`src/rtl/branch_resolve.sv`:
```
// Branch resolution stage: carries fetch-time predictions to EX, detects mispredicts,
// flushes and redirects fetch, then drains two slots. Counters gated by BRANCH_RESOLVE_STATS_EN.
module branch_resolve (
    input  logic        clk,
    input  logic        rst,
    input  logic        en,
    input  logic [31:0] pc_4_if,
    input  logic [1:0]  binary_predict_if,
    input  logic        ex_is_branch,
    input  logic        ex_taken,
    input  logic [31:0] ex_target,
    output logic        update_en,
    output logic [31:0] pc_4_id_ex,
    output logic [31:0] branch_jump_addr,
    output logic [1:0]  binary_predict_id_ex,
    output logic        jp_success,
    output logic        flush,
    output logic [31:0] redirect_pc,
    output logic        recovering
`ifdef BRANCH_RESOLVE_STATS_EN
   ,output logic [15:0] branch_cnt,
    output logic [15:0] mispredict_cnt
`endif
);

    typedef struct packed {
        logic        valid;
        logic [31:0] pc_4;
        logic [1:0]  predict;
    } slot_t;

    typedef enum logic {RUN, RECOVER} state_t;

    localparam slot_t SLOT_RST = '{valid: 1'b0, pc_4: 32'd0, predict: 2'b01};

    slot_t  if_id, id_ex;
    state_t state;
    logic [1:0] drain;
    logic ex_valid, pred_taken, mispredict;

    assign ex_valid             = id_ex.valid & ex_is_branch & (state == RUN);
    assign update_en            = ex_valid & en;
    assign pc_4_id_ex           = id_ex.pc_4;
    assign binary_predict_id_ex = id_ex.predict;
    assign branch_jump_addr     = ex_target;
    assign jp_success           = ex_taken;
    assign pred_taken           = id_ex.predict[1];
    assign mispredict           = ex_valid & (pred_taken != ex_taken);
    assign flush                = mispredict & en;
    assign redirect_pc          = ex_taken ? ex_target : id_ex.pc_4;
    assign recovering           = (state == RECOVER);

    // A flush only kills the valids; stale pc/predict are harmless once invalid.
    always_ff @(posedge clk or posedge rst) begin
        if (rst) begin
            if_id <= SLOT_RST;
            id_ex <= SLOT_RST;
        end else if (en) begin
            if (flush) begin
                if_id.valid <= 1'b0;
                id_ex.valid <= 1'b0;
            end else begin
                if_id <= '{valid: 1'b1, pc_4: pc_4_if, predict: binary_predict_if};
                id_ex <= if_id;
            end
        end
    end

    // RECOVER masks resolution until the two squashed slots have drained out.
    always_ff @(posedge clk or posedge rst) begin
        if (rst) begin
            state <= RUN;
            drain <= 2'd0;
        end else if (en) begin
            case (state)
                RUN: begin
                    if (flush) begin
                        state <= RECOVER;
                        drain <= 2'd2;
                    end
                end
                RECOVER: begin
                    drain <= drain - 2'd1;
                    if (drain == 2'd1) state <= RUN;
                end
                default: state <= RUN;
            endcase
        end
    end

`ifdef BRANCH_RESOLVE_STATS_EN
    always_ff @(posedge clk or posedge rst) begin
        if (rst) begin
            branch_cnt     <= 16'd0;
            mispredict_cnt <= 16'd0;
        end else begin
            if (update_en && branch_cnt != 16'hFFFF)  branch_cnt     <= branch_cnt + 16'd1;
            if (flush && mispredict_cnt != 16'hFFFF)  mispredict_cnt <= mispredict_cnt + 16'd1;
        end
    end
`endif

endmodule

```
`config.mk`:
```
export PLATFORM = sky130hd
export DESIGN_NAME = branch_resolve
export DESIGN_NICKNAME = d
export VERILOG_FILES = /design/src/rtl/branch_resolve.sv
export SDC_FILE = /design/constraint.sdc
export NUM_CORES = 1
export LEC_CHECK = 0
export ABC_AREA = 1
export ABC_CLOCK_PERIOD_IN_PS = 2600
export CORE_MARGIN = 1
export CORE_UTILIZATION = 43
export DETAILED_ROUTE_END_ITERATION = 10
export PLACE_DENSITY = 0.83
export SETUP_SLACK_MARGIN = 0.5
export SKIP_CTS_REPAIR_TIMING = 1
export SLEW_MARGIN = 0
export SYNTH_ARGS = -nofsm -noshare
export SYNTH_HDL_FRONTEND = slang
export SYNTH_SLANG_ARGS = --single-unit
export TNS_END_PERCENT = 100
```
`constraint.sdc`:
```
create_clock -name clk -period 2.6 [get_ports clk]
set_clock_uncertainty 0.05 [all_clocks]
set_input_delay 0.52 -clock clk [delete_from_list [all_inputs] [get_ports clk]]
set_output_delay 0.52 -clock clk [all_outputs]
set_load 0.1 [all_outputs]
```
; ---- Word-level counts from Yosys, hierarchy flattened
; Index checks and enable logic that the tools add are counted.
[word_totals]
reg_bits = 73
in_bits = 71
ram_bits = 0
romBits = 0
latch_bits = 0
mem_count = 0
[classes]
mux = 8
n_addsub = 1
n_mul = 0
bitwise = 7
n_reduce_logical = 2
div = 0
eq_ne = 3
n_shift = 0
magnitude_cmp = 0
[op_table]
columns = operator, n
row1 = $mux W32, 1
row2 = $and A1 B1 Y1, 5
row3 = $mux W1, 4
row4 = $pmux W2 S2, 1
row5 = $reduce_and A2 Y1, 2
row6 = $eq A2 B1 Y1 const B, 1
row7 = $mux W2, 1
row8 = $ne A2 B2 Y1 const B, 1
row9 = $not A1 Y1, 2
row10 = $pmux W1 S2, 1
row11 = $sub A2 B1 Y2 const B, 1
row12 = $ne A1 B1 Y1, 1

; ---- Depth between registers and ports, before layout
[depth]
depth_word = 6
mapped_depth = 9
ltp_nobuf = 7

; ---- Worst setup path before layout
; No wires, ideal clock.
[synth_timing]
path_type = flip-flop to output port
from = reg state (netlist: recovering)
to = out update_en
path_slack_ns = -0.976
t_required_ns = 2.030
n_path_buf = 0
path_stages_with_launch = 2
arrival_time_ns = 3.006
cell_sequence = dfrtp_1 > nor3_1
[synth_via]
elab_chain_len = 3
[synth_lines]
columns = item, line_no
row1 = "start, declared", 37  ; state_t state;
row2 = "start signal, assigned", 72  ; state <= RUN;
row3 = "start signal, assigned", 78  ; state <= RECOVER;
row4 = "start signal, assigned", 84  ; if (drain == 2'd1) state <= RUN;
row5 = $not A1 Y1, --
row6 = $and A1 B1 Y1, 41  ; assign ex_valid = id_ex.valid & ex_is_branch & (state == RUN);
row7 = $and A1 B1 Y1, 42  ; assign update_en = ex_valid & en;
row8 = "end, declared", 12  ; output logic update_en,
; No other way between the ends.

; ---- Final worst setup path
[layout_timing]
from = in ex_target[8]
to = out redirect_pc[8]
[layout_via]
elab_chain_len = 1
[layout_lines]
columns = item, line_no
row1 = "start, declared", 11  ; input logic [31:0] ex_target,
row2 = $mux W32, 50  ; assign redirect_pc = ex_taken ? ex_target : id_ex.pc_4;
row3 = "end, declared", 18  ; output logic [31:0] redirect_pc,
; No other way between the ends.

==> results by group <==
Detailed routing
  – Drt total wl: 10040 um
  – Routed WL per cell: 14.00 um
  – Detailed Routing Iterations Pass 1: 8
  – ANT nets after route: 0
  – Average vias per placed instance: 4.900
  – Vias: 3513
  – # DRC: 15
  – DR iter-0 viols: 142

Final layout
  – Most frequent cells in the layout: nand2_1 (213), dfrtp_1 (71), buf_12 (71)
  – Seq. cell area: 1829 um^2
  – Diode count: 0
  – Commonest non-fill, non-tap cell in the layout: nand2_1
  – Area Overhead vs Synth: 56.84%
  – Fill cell count: 662
  – Final nets: 676
  – Multi-input gate area: 1556 um^2
  – Layout cell share with drive strength beyond 1: 32.51%

Clock network
  – Max Root-Sink Buffers: 2
  – Worst-path clk slew: 0.07 ns
  – CTS tree: done
  – Cts bufs inserted: 9
  – Clock H-tree levels: 3
  – Root Driver: clkbuf_8
  – Clock Latency Late Sink: 0.33 ns
  – Sinks on Clock Net: 73

Die
  – Row count: 34
  – Die X-Extent: 98.50 um
  – Initial Util: 45.25%
  – I/O pin cnt: 173
  – Die Span Y: 98.50 um
  – DIE AREA: 9701 um^2
  – Core area: 8848 um^2

Min path
  – HP Class: reg -> reg

STA
  – Worst-margin pin slew: 0.5844 ns
  – Final worst-path cycle share: 76.99%
  – Tmin final: 2.002 ns
  – Achievable Freq: 499.5 MHz
  – Worst Hold Slack: 0.4264 ns
  – Setup TNS: 0 ns
  – Endpoints failing hold: 0
  – Worst Setup Slack, final: 0.5982 ns
  – Slew headroom: 60.96%
  – Final setup viols: 0
  – Pins Over Slew Limit: 0
  – RSZ-0062 raised after global routing: false

Logic synthesis
  – Post-synth top area cell: dfrtp_1
  – Warnings, synthesis: 0
  – Synth Register Bits: 73
  – Largest family of logic cells by synthesized area: simple AND/OR/NAND/NOR gates
  – Mapped cell area: 4004 um^2
  – Mux cell area share after synthesis: 0%
  – Yosys top cell area share: 44.38%
  – Post-synthesis compound-gate area fraction: 0.2500%
  – Distinct cell type count after synthesis: 21
  – Post-Syn Instances: 503
  – Sequential share of the synthesized area: 45.69%
  – Syn_nets: 575
  – Simple-gate area share of the yosys netlist: 35.59%
  – Largest cells by area after synthesis: dfrtp_1 (44%), nand2_1 (23%), buf_4 (14%)
  – Post-Synth Adder-Cell Area: 0.3125%
  – XOR/XNOR share of the synthesized area: 0%
  – Mapped Avg Cell Area: 7.960 um^2

Run
  – Total of max-cap violations: 0

Power
  – Overall power: 5.546 mW
  – Pwr per Cell Area: 883.1 nW/um^2
  – Leakage: 3.179 nW
  – Maximum vdd drop: 619.4 uV

Global route
  – Global-route wire length before repair: 16240 um
  – Vias in the first global route: 3336
  – Initial antenna violation count: 0
  – Congestion Overflow GR: 0
  – Total Routing Usage GR: 20.82%
  – Largest net degree at the start of global routing: 72

Critical path
  – Req. time, crit path: 2.03 ns
  – Crit path from: ex_target[8]
  – Critical Path AT: 1.43 ns
  – R2R cell count: 6
  – Worst-path maximum fanout: 2
  – Worst setup SP type: input port
  – Worst Setup End Kind: primary output
  – Critical path class: in -> out
  – RR Startpoint: recovering
  – Setup crit end: redirect_pc[8]
  – RR Endpoint: if_id[17]
  – Flop-to-flop setup slack: 0.95 ns

Placed design
  – Port Buf Inserts: 172
  – Post-DP HPWL: 7283 um
  – GP Congestion: 0.7980
  – Pre-CTS setup slack: 0.1556 ns

Run status
  – Status: finished, violations left
  – Failing checks: DRC
[cells in the mapped netlist]
| cell type | instances |
|---|---|
| clkbuf_1 | 8 |
| buf_12 | 2 |
| inv_1 | 7 |
| nor2_2 | 1 |
| buf_6 | 1 |
| nand2_1 | 245 |
| nor2_1 | 1 |
| ha_1 | 1 |
| buf_4 | 72 |
| dfstp_2 | 2 |
| inv_4 | 1 |
| nand3_1 | 51 |
| nor3_1 | 1 |
| buf_2 | 10 |
| dfrtp_1 | 71 |
| nand2_4 | 2 |
| nand2_2 | 2 |
| o21ai_1 | 2 |
| buf_1 | 2 |
| buf_8 | 1 |
| nand3_2 | 20 |
[routing by layer]
metal,part of all wire [%],routed length [um],track usage (%),vias up
met5,0,0,0,-
met4,1.1,112,6.315,0
met3,5.4,544,3.688,9
met2,54,5419,37.43,117
met1,39,3958,25.56,1686
li1,-,-,-,1701
[stage by stage]
| stage | instances | instance area [um^2] | util [%] |
|---|---|---|---|
| global route | 717 | 6280 | 70.97 |
| floorplan | 503 | 4100 | - |
| CTS | 715 | 6210 | 70.18 |
| finish | 717 | 6280 | 70.97 |
| global placement | 699 | 5968 | 67.45 |
| detailed placement | 699 | 5968 | 67.45 |
[worst max-delay path, cell delays in order]
cell and delay (ns):
clkdlybuf4s50_1 0.54, nand2_1 0.09, nand2_2 0.10, buf_12 0.17
[kinds of logic after synthesis]
group           after synthesis
buf+inv                     104
flops                        73
simple gates                323
compound gates                2
fa+ha+maj                     1
[flip-flops by register name, summed over array words and instances (netlist names)]
name and flops:
id_ex 1, if_id 35, binary_predict_id_ex 2, pc_4_id_ex 32
drain 2, recovering 1
[worst min-delay path by stage]
| stage | start | endpoint | cells after the start |
|---|---|---|---|
| finish | if_id[0] | if_id[0] | 2 |
| global route | if_id[0] | if_id[0] | 2 |
| CTS | binary_predict_id_ex[0] | binary_predict_id_ex[0] | 2 |
| global placement | if_id[0] | if_id[0] | 2 |
| floorplan | binary_predict_id_ex[0] | binary_predict_id_ex[0] | 2 |
| detailed placement | if_id[26] | if_id[26] | 2 |
[report_power, final]
| part | total [mW] | leakage [nW] | internal (mW) | switching [mW] |
|---|---|---|---|---|
| sequential | 1.54 | 0.896 | 1.36 | 0.182 |
| clock | 1.06 | 0.124 | 0.639 | 0.418 |
| combinational | 2.95 | 2.16 | 0.820 | 2.13 |
| total | 5.55 | 3.18 | 2.82 | 2.73 |
[area by class of cell]
cell class | instances | share of cell area [%]
timing repair buffer | 186 | 39.45
clock buffer | 9 | 1.973
tap | 108 | 2.152
inverter | 8 | 0.6376
multi-input combinational | 326 | 24.79
clock inverter | 7 | 1.873
sequential | 73 | 29.13
No activity file was read; power rests on OpenSTA's default activity.
